--- config.mk ---
export PLATFORM = sky130hd
export DESIGN_NAME = enemy_spawner
export DESIGN_NICKNAME = d
export VERILOG_FILES = /design/src/rtl/enemy_spawner.sv
export SDC_FILE = /design/constraint.sdc
export NUM_CORES = 1
export LEC_CHECK = 0
export ABC_AREA = 1
export CORE_MARGIN = 2
export CORE_UTILIZATION = 60
export DETAILED_ROUTE_END_ITERATION = 8
export GPL_TIMING_DRIVEN = 0
export HOLD_SLACK_MARGIN = 0.12
export PLACE_DENSITY = 0.85
export REMOVE_ABC_BUFFERS = 1
export SLEW_MARGIN = 20
export SYNTH_ARGS = -nofsm -noshare
export SYNTH_HDL_FRONTEND = slang
export SYNTH_SLANG_ARGS = --single-unit
--- constraint.sdc ---
create_clock -name clk -period 4.2 [get_ports clk]
set_input_delay 0.42 -clock clk [delete_from_list [all_inputs] [get_ports clk]]
set_output_delay 0.42 -clock clk [all_outputs]
set_load 0.01 [all_outputs]
--- src/rtl/enemy_spawner.sv ---
// Purpose: spawn pacing and spawn-column/row generation for the 20x15 shooter's enemy slots.
// Latency: enemy_spawn and the new coordinates are registered together on the edge that enters FIRE.
// Backpressure: when all three enemy slots are occupied at expiry, the spawn is held until a slot is seen free.
module enemy_spawner #(
    parameter int          GRID_W        = 20,
    parameter int          Y_BITS        = 2,
    parameter int          INTERVAL_INIT = 40,
    parameter int          INTERVAL_MIN  = 10,
    parameter int          INTERVAL_STEP = 4,
    parameter int          SCORE_STEP    = 5,
    parameter logic [15:0] LFSR_SEED     = 16'hACE1
) (
    input  logic       clk,
    input  logic       rst_n,
    input  logic       enable,
    input  logic       enemy0_active,
    input  logic       enemy1_active,
    input  logic       enemy2_active,
    input  logic [7:0] score,
    output logic       enemy_spawn,
    output logic [4:0] enemy_init_x,
    output logic [3:0] enemy_init_y,
    output logic [7:0] spawn_interval,
    output logic [7:0] spawn_count
);

    localparam logic [15:0] LFSR_MASK  = 16'hB400;
    localparam logic [4:0]  GW         = 5'(GRID_W);
    localparam logic [4:0]  GW_LAST    = 5'(GRID_W - 1);
    localparam logic [7:0]  IV_INIT    = 8'(INTERVAL_INIT);
    localparam logic [7:0]  IV_MIN     = 8'(INTERVAL_MIN);
    localparam logic [7:0]  IV_STEP    = 8'(INTERVAL_STEP);
    localparam logic [8:0]  IV_FLOOR   = 9'(INTERVAL_MIN + INTERVAL_STEP);
    localparam logic [8:0]  THR_STEP   = 9'(SCORE_STEP);

    typedef enum logic [1:0] {
        IDLE      = 2'd0,
        COUNT     = 2'd1,
        WAIT_SLOT = 2'd2,
        FIRE      = 2'd3
    } state_t;

    state_t      state;
    state_t      next_state;
    logic [7:0]  counter;
    logic [8:0]  threshold;
    logic [15:0] lfsr;
    logic [15:0] lfsr_next;
    logic [4:0]  last_x;
    logic [4:0]  cx_raw;
    logic [4:0]  cx_wrap;
    logic [4:0]  cx;
    logic [3:0]  cy;
    logic        any_free;
    logic        expired;
    logic        fire_entry;
    logic        load_start;

    assign any_free   = ~(enemy0_active & enemy1_active & enemy2_active);
    // Counter holds the remaining cycles; the value 1 means this edge is the spawn edge.
    assign expired    = (counter <= 8'd1);
    assign fire_entry = (next_state == FIRE);
    assign load_start = (state == IDLE) && (next_state == COUNT);

    // Galois LFSR next value and the candidate spawn position derived from the current value.
    always_comb begin
        lfsr_next = {1'b0, lfsr[15:1]} ^ (lfsr[0] ? LFSR_MASK : 16'h0000);
        cx_raw    = lfsr[4:0];
        cx_wrap   = (cx_raw >= GW) ? (cx_raw - GW) : cx_raw;
        cx        = cx_wrap;
        // Never spawn twice in a row on the same column.
        if (cx_wrap == last_x) begin
            cx = (last_x == GW_LAST) ? 5'd0 : (last_x + 5'd1);
        end
        cy = 4'(lfsr[8 +: Y_BITS]);
    end

    // Next-state logic; dropping enable always parks the machine in IDLE.
    always_comb begin
        next_state = state;
        case (state)
            IDLE: begin
                if (enable) begin
                    next_state = COUNT;
                end
            end
            COUNT: begin
                if (expired) begin
                    next_state = any_free ? FIRE : WAIT_SLOT;
                end
            end
            WAIT_SLOT: begin
                if (any_free) begin
                    next_state = FIRE;
                end
            end
            FIRE: begin
                next_state = COUNT;
            end
            default: begin
                next_state = IDLE;
            end
        endcase
        if (!enable) begin
            next_state = IDLE;
        end
    end

    // State register.
    always_ff @(posedge clk or negedge rst_n) begin
        if (!rst_n) begin
            state <= IDLE;
        end else begin
            state <= next_state;
        end
    end

    // Interval counter: loaded on start and on each spawn; FIRE counts as the first cycle
    // of the next interval so pulse rising edges are exactly spawn_interval apart.
    always_ff @(posedge clk or negedge rst_n) begin
        if (!rst_n) begin
            counter <= IV_INIT;
        end else if (load_start || fire_entry) begin
            counter <= spawn_interval;
        end else if (((state == COUNT) || (state == FIRE)) && (counter != 8'd0)) begin
            counter <= counter - 8'd1;
        end
    end

    // Position generator advances only while spawning is enabled.
    always_ff @(posedge clk or negedge rst_n) begin
        if (!rst_n) begin
            lfsr <= LFSR_SEED;
        end else if (enable) begin
            lfsr <= lfsr_next;
        end
    end

    // Spawn pulse, coordinates and spawn counter, all registered on FIRE entry.
    always_ff @(posedge clk or negedge rst_n) begin
        if (!rst_n) begin
            enemy_spawn  <= 1'b0;
            enemy_init_x <= 5'd0;
            enemy_init_y <= 4'd0;
            last_x       <= 5'h1F;
            spawn_count  <= 8'd0;
        end else begin
            enemy_spawn <= fire_entry;
            if (fire_entry) begin
                enemy_init_x <= cx;
                enemy_init_y <= cy;
                last_x       <= cx;
                spawn_count  <= spawn_count + 8'd1;
            end
        end
    end

    // Difficulty tracking runs regardless of enable; one milestone per cycle at most,
    // and a score of zero after progress means a new game.
    always_ff @(posedge clk or negedge rst_n) begin
        if (!rst_n) begin
            spawn_interval <= IV_INIT;
            threshold      <= THR_STEP;
        end else if ((score == 8'd0) && (threshold > THR_STEP)) begin
            spawn_interval <= IV_INIT;
            threshold      <= THR_STEP;
        end else if ({1'b0, score} >= threshold) begin
            threshold <= threshold + THR_STEP;
            if ({1'b0, spawn_interval} >= IV_FLOOR) begin
                spawn_interval <= spawn_interval - IV_STEP;
            end else begin
                spawn_interval <= IV_MIN;
            end
        end
    end

endmodule

=== After elaboration in Yosys (flattened, before gate mapping) ===
Index checks and enable logic that the tools add are counted.

* Register bits: 64
* Bits in latches: 0
* RAM bits: 0
* Bits in read-only memories: 0
* Input port bits: 14
* Output and inout bits: 26
* Word-level logic and storage cells: 58
* Memories: 0

* $add $sub $neg: 6
* $mul: 0
* Div/mod/pow operators: 0
* Magnitude comparators: 5
* Equal/unequal tests: 7
* Shift-type cells: 0
* Mux-type cells: 16
* Bitwise logic cells: 3
* Reduce and logical (&&, ||, !) cells: 11

{| class="wikitable"
|+ Operators with widths
! operator !! count
|-
| 2-to-1 mux 8 bit || 5
|-
| 2-to-1 mux 9 bit || 2
|-
| 2-to-1 mux 16 bit || 1
|-
| XOR 15 x 16 -> 16 bit || 1
|-
| 2-to-1 mux 5 bit || 3
|-
| adder 9 x 3 -> 9 bit (second input constant) || 1
|-
| >= comparator 8 x 9 -> 1 bit || 1
|-
| > comparator 9 x 3 -> 1 bit (second input constant) || 1
|-
| adder 8 x 1 -> 8 bit (second input constant) || 1
|-
| >= comparator 8 x 4 -> 1 bit (second input constant) || 1
|-
| <= comparator 8 x 1 -> 1 bit (second input constant) || 1
|-
| logical NOT 8 bit || 1
|-
| nonzero test 8 bit || 1
|-
| subtractor 8 x 1 -> 8 bit (second input constant) || 1
|-
| subtractor 8 x 3 -> 8 bit (second input constant) || 1
|-
| == test 2 bit (second input constant) || 3
|-
| 2-to-1 mux 2 bit || 3
|-
| case mux 2 bit (3 select lines) || 1
|-
| adder 5 x 1 -> 5 bit (second input constant) || 1
|-
| == test 5 bit || 1
|-
| == test 5 bit (second input constant) || 1
|-
| >= comparator 5 bit (second input constant) || 1
|-
| subtractor 5 bit (second input constant) || 1
|-
| == test 2 x 1 -> 1 bit (second input constant) || 2
|-
| 7 further kinds || 12
|}

=== Depth between registers and ports, before layout ===
Gate-level depths: netlist of the first run.

* Depth after elaboration: 10
* Gate-level depth with buffers: 12
* Gate-level depth less buffers: 12

=== Worst setup path before layout of the first run ===
No wires, ideal clock.

* Path type: register -> register
* Start: reg threshold[2]
* End: reg spawn_interval[5]
* Setup time: 0.077 ns
* Data arrival time: 1.832 ns
* Slack: 2.291 ns
* Cell stages (with the launch flop): 12
* Buffers on the path: 1
* Clock period less this slack: 1.909 ns
* Cell sequence: dfstp_2 inv_1 ha_1 a21oi_1 o21ai_0 a21oi_1 nand3_1 nor2_4 inv_2 buf_6 nand2_1 o21ai_2

* Cells in the longest elaborated chain, start to end: 3
* Elaborated cells on any way between the ends: 5

{| class="wikitable"
|+ RTL lines
! item !! line !! RTL
|-
| start, declared || 46 || <nowiki>logic [8:0] threshold;</nowiki>
|-
| start signal, assigned || 168 || <nowiki>threshold <= threshold + THR_STEP;</nowiki>
|-
| > comparator 9 x 3 -> 1 bit || 164 || <nowiki>end else if ((score == 8'd0) && (threshold > THR_STEP)) begin</nowiki>
|-
| logical AND 1 bit || 164 ||
|-
| 2-to-1 mux 8 bit / nonzero test 2 bit (equally long branches) || n/a ||
|-
| end signal, assigned || 170 || <nowiki>spawn_interval <= spawn_interval - IV_STEP;</nowiki>
|-
| end, declared || 23 || <nowiki>output logic [7:0] spawn_interval,</nowiki>
|}

Several ways; a longest one is shown, not always the timed one.
A chain may end at the register's enable or synchronous reset.

=== Worst setup path after layout of the first run ===
* Start: in enable
* End: reg counter[4]

* Cells in the longest elaborated chain, start to end: 5
* Elaborated cells on any way between the ends: 7

{| class="wikitable"
|+ RTL lines
! item !! line !! RTL
|-
| start, declared || 15 || <nowiki>input logic enable,</nowiki>
|-
| 2-to-1 mux 2 bit * || 104 || <nowiki>if (!enable) begin</nowiki>
|-
| == test 2 x 1 -> 1 bit || 63 || <nowiki>assign load_start = (state == IDLE) && (next_state == COUNT);</nowiki>
|-
| logical AND 1 bit || 63 ||
|-
| logical OR 1 bit * || 123 || <nowiki>end else if (load_start || fire_entry) begin</nowiki>
|-
| 2-to-1 mux 8 bit / nonzero test 2 bit (equally long branches) || n/a ||
|-
| end signal, assigned || 124 || <nowiki>counter <= spawn_interval;</nowiki>
|-
| end signal, assigned || 126 || <nowiki>counter <= counter - 8'd1;</nowiki>
|-
| end, declared || 45 || <nowiki>logic [7:0] counter;</nowiki>
|}

Mark *: on every way between the ends. The rest lies on a longest branch, timed or not.

==> results.sh, run 1 <==
export IMPL_ys_seq_elements=63
export IMPL_avgSynthCellArea_um2=7.91
export IMPL_layout_common_cells="134 x nand2_1, 47 x nand3_1, 46 x inv_1"
export IMPL_grt_max_degree=49
export IMPL_nets=559
export IMPL_cp_arrival_ns=2.96
export IMPL_pin_count=40
export IMPL_grt_ovfl_total=0
export IMPL_vias=3262
export IMPL_yosys_area_top_type_share_pct=28.7
export IMPL_final_area_um2=4410
export IMPL_cts_sinks=63
export IMPL_clk_pin_slew_ns=0.07
export IMPL_start_kind="input pin"
export IMPL_diodes=0
export IMPL_drc=0
export IMPL_rsz0062_at_grt="no"
export IMPL_path_cells="clkdlybuf4s50_1 > inv_1 > a21oi_2 > nand3_1 > nand2_1 > nand2_1 > nand2_1 > o21ai_1"
export IMPL_use_met1_pct=28.0
export IMPL_wl_per_cell_um=12.5
export IMPL_drt_wl_total_mm=7.56
export IMPL_clkLatencyLatePin_ns=0.34
export IMPL_drtIter0Drc=186
export IMPL_synth_area_leaders="dfrtp_1 29%, nand2_1 13%, dfstp_2 13%"
export IMPL_synthDistinctLibCells=34
export IMPL_yosys_area_top_type="dfrtp_1"
export IMPL_cts_buffers=9
export IMPL_worst_pin_slew_ns=0.603
export IMPL_nFillCells=478
export IMPL_synthesis_area_um2=3840
export IMPL_ir_drop_v=0.000360
export IMPL_critical_path_max_stage_delay_ns=0.85
export IMPL_crit_path_max_fanout=19
export IMPL_grt_busiest_layer="met2"
export IMPL_grt_pass1_wl_mm=13.4
export IMPL_setup_worst_path_class="in -> reg"
export IMPL_setup_ws_ns=1.46
export IMPL_yosys_warnings=0
export IMPL_tritoncts="built"
export IMPL_post_place_ws_ns=1.09
export IMPL_die_w_um=84.0
export IMPL_holdWs_ns=0.466
export IMPL_hpwl_mm=5.50
export IMPL_drive_gt1_share_pct=11.8
export IMPL_met3_usage_pct=6.63
export IMPL_synth_edf_count=0
export IMPL_cts_root_buf="clkbuf_8"
export IMPL_seq_area_frac_synth_pct=41.7
export IMPL_critPathTopFamily="buffers and inverters"
export IMPL_grt_pass1_vias=3082
export IMPL_io_buffers=36
export IMPL_leakage_nw=2.14
export IMPL_fin_util_pct=70.3
export IMPL_cp_required_ns=4.43
export IMPL_end_kind="register"
export IMPL_grt_use_total_pct=23.1
export IMPL_clock_skew_final_ns=0.0104
export IMPL_status="finished clean"
export IMPL_clock_fmax_mhz=365
export IMPL_htree_levels=3
export IMPL_async_flop_share_pct=100
export IMPL_setup_violations=0
export IMPL_area_growth_pct=15.0
export IMPL_dieHeight_um=84.0
export IMPL_cts_buffer_depth=2
export IMPL_start_util_pct=61.1
export IMPL_crit_path_frequent_cell="nand2_1"
export IMPL_drtAntennaViolNets=0
export IMPL_powerDensity_nw_per_um2=711
export IMPL_design_core_area_um2=6280
export IMPL_fin_setup_tns_ns=0
export IMPL_met2_usage_pct=39.8
export IMPL_synth_cells=485
export IMPL_crit_slowest_cell="clkdlybuf4s50_1"
export IMPL_slew_limit_headroom_pct=59.7
export IMPL_grt_antenna_before_repair=0
export IMPL_period_minus_slack_ns=2.74
export IMPL_crit_buf_inv=2
export IMPL_fin_crit_sh_pct=65.2
export IMPL_layout_commonest_cell="nand2_1"
export IMPL_vias_per_cell=5.41
export IMPL_synth_main_ff_cell="dfrtp_1"
export IMPL_drv_slew=0
export IMPL_die_area_um2=7050
export IMPL_hp_class="reg -> reg"
export IMPL_maxCapViolCount=0
export IMPL_place_gp_congestion=0.882
export IMPL_hold_violations=0
export IMPL_place_area_um2=4230
export IMPL_rows=29
export IMPL_dr_pass1_iters=5
## worst paths after layout
| path | start | to | slack, ns | depth (start not counted) |
|---|---|---|---|---|
| max in group asynchronous | rst_n | last_x[4]$_DFFE_PN1P_ | 3.15 | 3 |
| setup / recovery | enable | counter[4]$_DFFE_PN0P_ | 1.46 | 8 |
| setup reg to reg | threshold[2]$_DFFE_PN1P_ | threshold[1]$_DFFE_PN0P_ | 1.64 | 10 |
| hold reg to reg | lfsr[5]$_DFFE_PN1P_ | lfsr[5]$_DFFE_PN1P_ | 0.47 | 2 |
| hold / removal | lfsr[5]$_DFFE_PN1P_ | lfsr[5]$_DFFE_PN1P_ | 0.47 | 2 |
| min in group asynchronous | rst_n | spawn_interval[1]$_DFFE_PN0P_ | 0.49 | 2 |
## report_power, final
group	total, mW	switching (mW)	leakage [nW]	internal, mW
Clock	0.472	0.227	0.0894	0.245
Sequential	1.11	0.215	0.765	0.897
Combinational	1.55	0.935	1.29	0.619
Total	3.14	1.38	2.14	1.76
## timing repair
item,CTS,global route
gates resized for setup,0,0
buffers inserted,0,0
hold buffers,1,0
endpoints found under the hold margin,12,0
## area by class of cell
type | instances | area (um2) | area share, %
well taps | 77 | 96.3 | 2.18
flip-flops and latches | 63 | 1600 | 36.3
clock buffers | 13 | 159 | 3.60
inverters | 52 | 198 | 4.48
multi-input cells | 357 | 1950 | 44.1
clock inverters | 3 | 17.5 | 0.397
repair buffers | 38 | 395 | 8.96
## flip-flops by register name (all words and copies together) (netlist names)
signal	flops
threshold	9
lfsr	16
enemy_init_x	5
enemy_init_y	2
spawn_interval	7
last_x	5
enemy_spawn	1
spawn_count	8
counter	8
state	2
## cell families after synthesis
group           Yosys count  share of synthesized area (%)
buf+inv                  67                           7.73
simple gates            249                           28.4
flops                    63                           41.7
compound gates           59                           9.23
other cells               1                         0.0977
fa+ha+maj                24                           7.83
xor+xnor                 22                           5.02
## synth_stat cells, types with 2 or more instances
master	count
buf_2	7
nand4_1	13
inv_1	46
o21ai_1	9
buf_6	3
nor2_1	36
ha_1	24
buf_4	3
nand3_2	2
nand3_1	47
nand2_1	134
clkbuf_1	2
a21oi_1	13
nor2_2	4
dfrtp_1	44
inv_2	5
nor3_1	7
dfstp_2	19
xor2_1	15
o21ai_0	24
o21ai_2	9
xnor2_1	7
## worst reg2reg max path, cell delays in order, from the launching register on
cell and delay [ns]:
dfstp_2 0.54, inv_1 0.07, ha_1 0.32, a21oi_1 0.15
o21ai_0 0.09, a21oi_1 0.15, nand3_1 0.45, nor2_4 0.32
inv_2 0.19, nand2_1 0.11, o21ai_2 0.05
## metal layers
layer  vias up  routed length (um)
met5         -                   0
met4         0                 112
met3        15                 309
met2        72                3780
met1      1541                3360
li1       1634                   -
## through the flow
stage                     power (mW)  std cells
final                           3.14        603
after global routing            3.43        603
after CTS                       3.15        603
after detailed placement        2.67        586
after global placement          2.59        585
after floorplan                 2.21        472
(Power assumes the default switching activity.)
==> run 2, diff against run 1 <==
- CORE_UTILIZATION: 60 -> 57
- PLACE_DENSITY: 0.85 -> 0.81
- clock period: 4.2 -> 2.8 ns (I/O delays scaled with it)
==> run 2 against run 1 <==
Hold slack worse by 0.10 ns. Final area fell by 0.20%. Die area up 5.0%. Setup slack got worse by 1.2 ns.
==> results.sh, run 2 (synthesized netlist as in run 1, its figures left out) <==
export IMPL_holdBufCountCts=1
export IMPL_crit_path_max_fanout=19
export IMPL_fin_crit_sh_pct=91.0
export IMPL_vias=3273
export IMPL_clock_skew_final_ns=0.00463
export IMPL_placed_cells=586
export IMPL_pwr_share_seq_pct=35.3
export IMPL_slew_limit_headroom_pct=58.3
export IMPL_end_kind="register"
export IMPL_cts_resized=0
export IMPL_drc=0
export IMPL_grt_pass1_wl_mm=13.7
export IMPL_cts_buffers=9
export IMPL_die_w_um=86.1
export IMPL_grt_ovfl_total=0
export IMPL_vias_per_cell=5.43
export IMPL_nFillCells=527
export IMPL_cp_required_ns=3.03
export IMPL_status="finished clean"
export IMPL_start_util_pct=59.8
export IMPL_crit_reg2reg_launch="threshold[2]$_DFFE_PN1P_"
export IMPL_powerDensity_nw_per_um2=1070
export IMPL_place_area_um2=4220
export IMPL_clk_pin_slew_ns=0.07
export IMPL_reg2reg_to="threshold[1]$_DFFE_PN0P_"
export IMPL_design_core_area_um2=6420
export IMPL_clock_fmax_mhz=392
export IMPL_pin_count=40
export IMPL_switchingPower_mw=2.08
export IMPL_period_minus_slack_ns=2.55
export IMPL_layout_common_cells="134 x nand2_1, 47 x nand3_1, 46 x inv_1"
export IMPL_dieHeight_um=86.1
export IMPL_p_int_mw=2.64
export IMPL_grt_pass1_vias=3116
export IMPL_setup_worst_path_class="in -> reg"
export IMPL_clkLatencyLatePin_ns=0.34
export IMPL_final_area_um2=4410
export IMPL_ff2ff_setup_slack_ns=0.27
export IMPL_holdWs_ns=0.362
export IMPL_hpwl_mm=5.66
export IMPL_hp_class="in -> async"
export IMPL_hold_violations=0
export IMPL_diodes=0
export IMPL_cts_buffer_depth=2
export IMPL_wl_per_cell_um=13.0
export IMPL_cts_setup_buffers=0
export IMPL_cp_arrival_ns=2.78
export IMPL_leakage_nw=2.15
export IMPL_grt_use_total_pct=23.0
export IMPL_drt_wl_total_mm=7.85
export IMPL_rows=29
export IMPL_drv_slew=0
export IMPL_cts_root_buf="clkbuf_8"
export IMPL_tritoncts="built"
export IMPL_reg_top3="lfsr (16), threshold (9)"
export IMPL_maxCapViolCount=0
export IMPL_place_gp_congestion=0.843
export IMPL_layout_commonest_cell="nand2_1"
export IMPL_power_mw=4.71
export IMPL_nets=559
export IMPL_seqCellArea_um2=1600
export IMPL_grt_max_degree=45
export IMPL_rsz0062_at_grt="no"
export IMPL_cts_sinks=63
export IMPL_p_sw_share_pct=44.1
export IMPL_ir_drop_v=0.000764
export IMPL_setup_violations=0
export IMPL_io_buffers=36
export IMPL_grt_antenna_before_repair=0
export IMPL_fin_cells=603
export IMPL_drtAntennaViolNets=0
export IMPL_worst_pin_slew_ns=0.624
export IMPL_die_area_um2=7400
export IMPL_largest_register_ffs=16
export IMPL_drive_gt1_share_pct=12.0
export IMPL_start_kind="input pin"
export IMPL_area_growth_pct=14.8
export IMPL_clkPwrFrac_pct=15.1
export IMPL_fin_setup_tns_ns=0
export IMPL_htree_levels=3
export IMPL_multi_input_area_um2=1950
export IMPL_dr_pass1_iters=4
export IMPL_reg2reg_depth=10
export IMPL_combPwrFrac_pct=49.6
export IMPL_drtIter0Drc=203
export IMPL_regMostFlops="lfsr"
==> run 2: changes by cell type in the layout (fill, tap and decap cells not counted) <==
cell / change
clkinv_2: +2
buf_16: -1
clkbuf_1: -1
buf_12: +1
clkinvlp_4: -1
==> run 2: per-layer routing <==
layer | global-route usage, % | routed length (um) | vias to the layer above
li1 | - | - | 1635
met1 | 29.3 | 3480 | 1565
met2 | 38.5 | 3970 | 66
met3 | 4.81 | 299 | 7
met4 | 8.51 | 97 | 0
met5 | 0 | 0 | -
==> run 2: worst max path at each step <==
stage | startpoint | to | cells after the start
final | enable | counter[1]$_DFFE_PN0P_ | 8
after global routing | enable | counter[4]$_DFFE_PN0P_ | 8
after CTS | enable | counter[1]$_DFFE_PN0P_ | 8
after detailed placement | enable | counter[1]$_DFFE_PN0P_ | 8
after global placement | rst_n | spawn_count[1]$_DFFE_PN0P_ | 1
after floorplan | threshold[2]$_DFFE_PN1P_ | threshold[1]$_DFFE_PN0P_ | 10
==> run 2: critical path: stages <==
cell             delay (ns)
clkdlybuf4s50_1        0.85
inv_1                  0.39
a21oi_2                0.31
nand3_1                0.40
nand2_1                0.34
nand2_1                0.09
nand2_1                0.06
o21ai_1                0.06
==> run 2: final cells by class <==
cell class	instances	area share, %
repair buffers	38	8.80
clock buffers	12	3.52
clock inverters	4	0.454
multi-input cells	357	44.2
inverters	52	4.49
flip-flops and latches	63	36.3
well taps	77	2.19
==> run 2: power by group through the flow <==
stage	registers, mW	clock network (mW)	logic [mW]
2_1_floorplan	1.65	0	1.66
3_3_place_gp	1.66	0	2.23
3_5_place_dp	1.67	0	2.33
4_1_cts	1.66	0.728	2.35
5_1_grt	1.71	0.767	2.68
6_report	1.67	0.709	2.34
==> run 2: stage by stage <==
stage	setup WS (ns)	utilization [%]
after CTS	0.255	68.6
after global placement	-0.580	65.4
after floorplan	0.680	-
after detailed placement	-0.0992	65.7
final	0.251	68.6
after global routing	0.00845	68.6
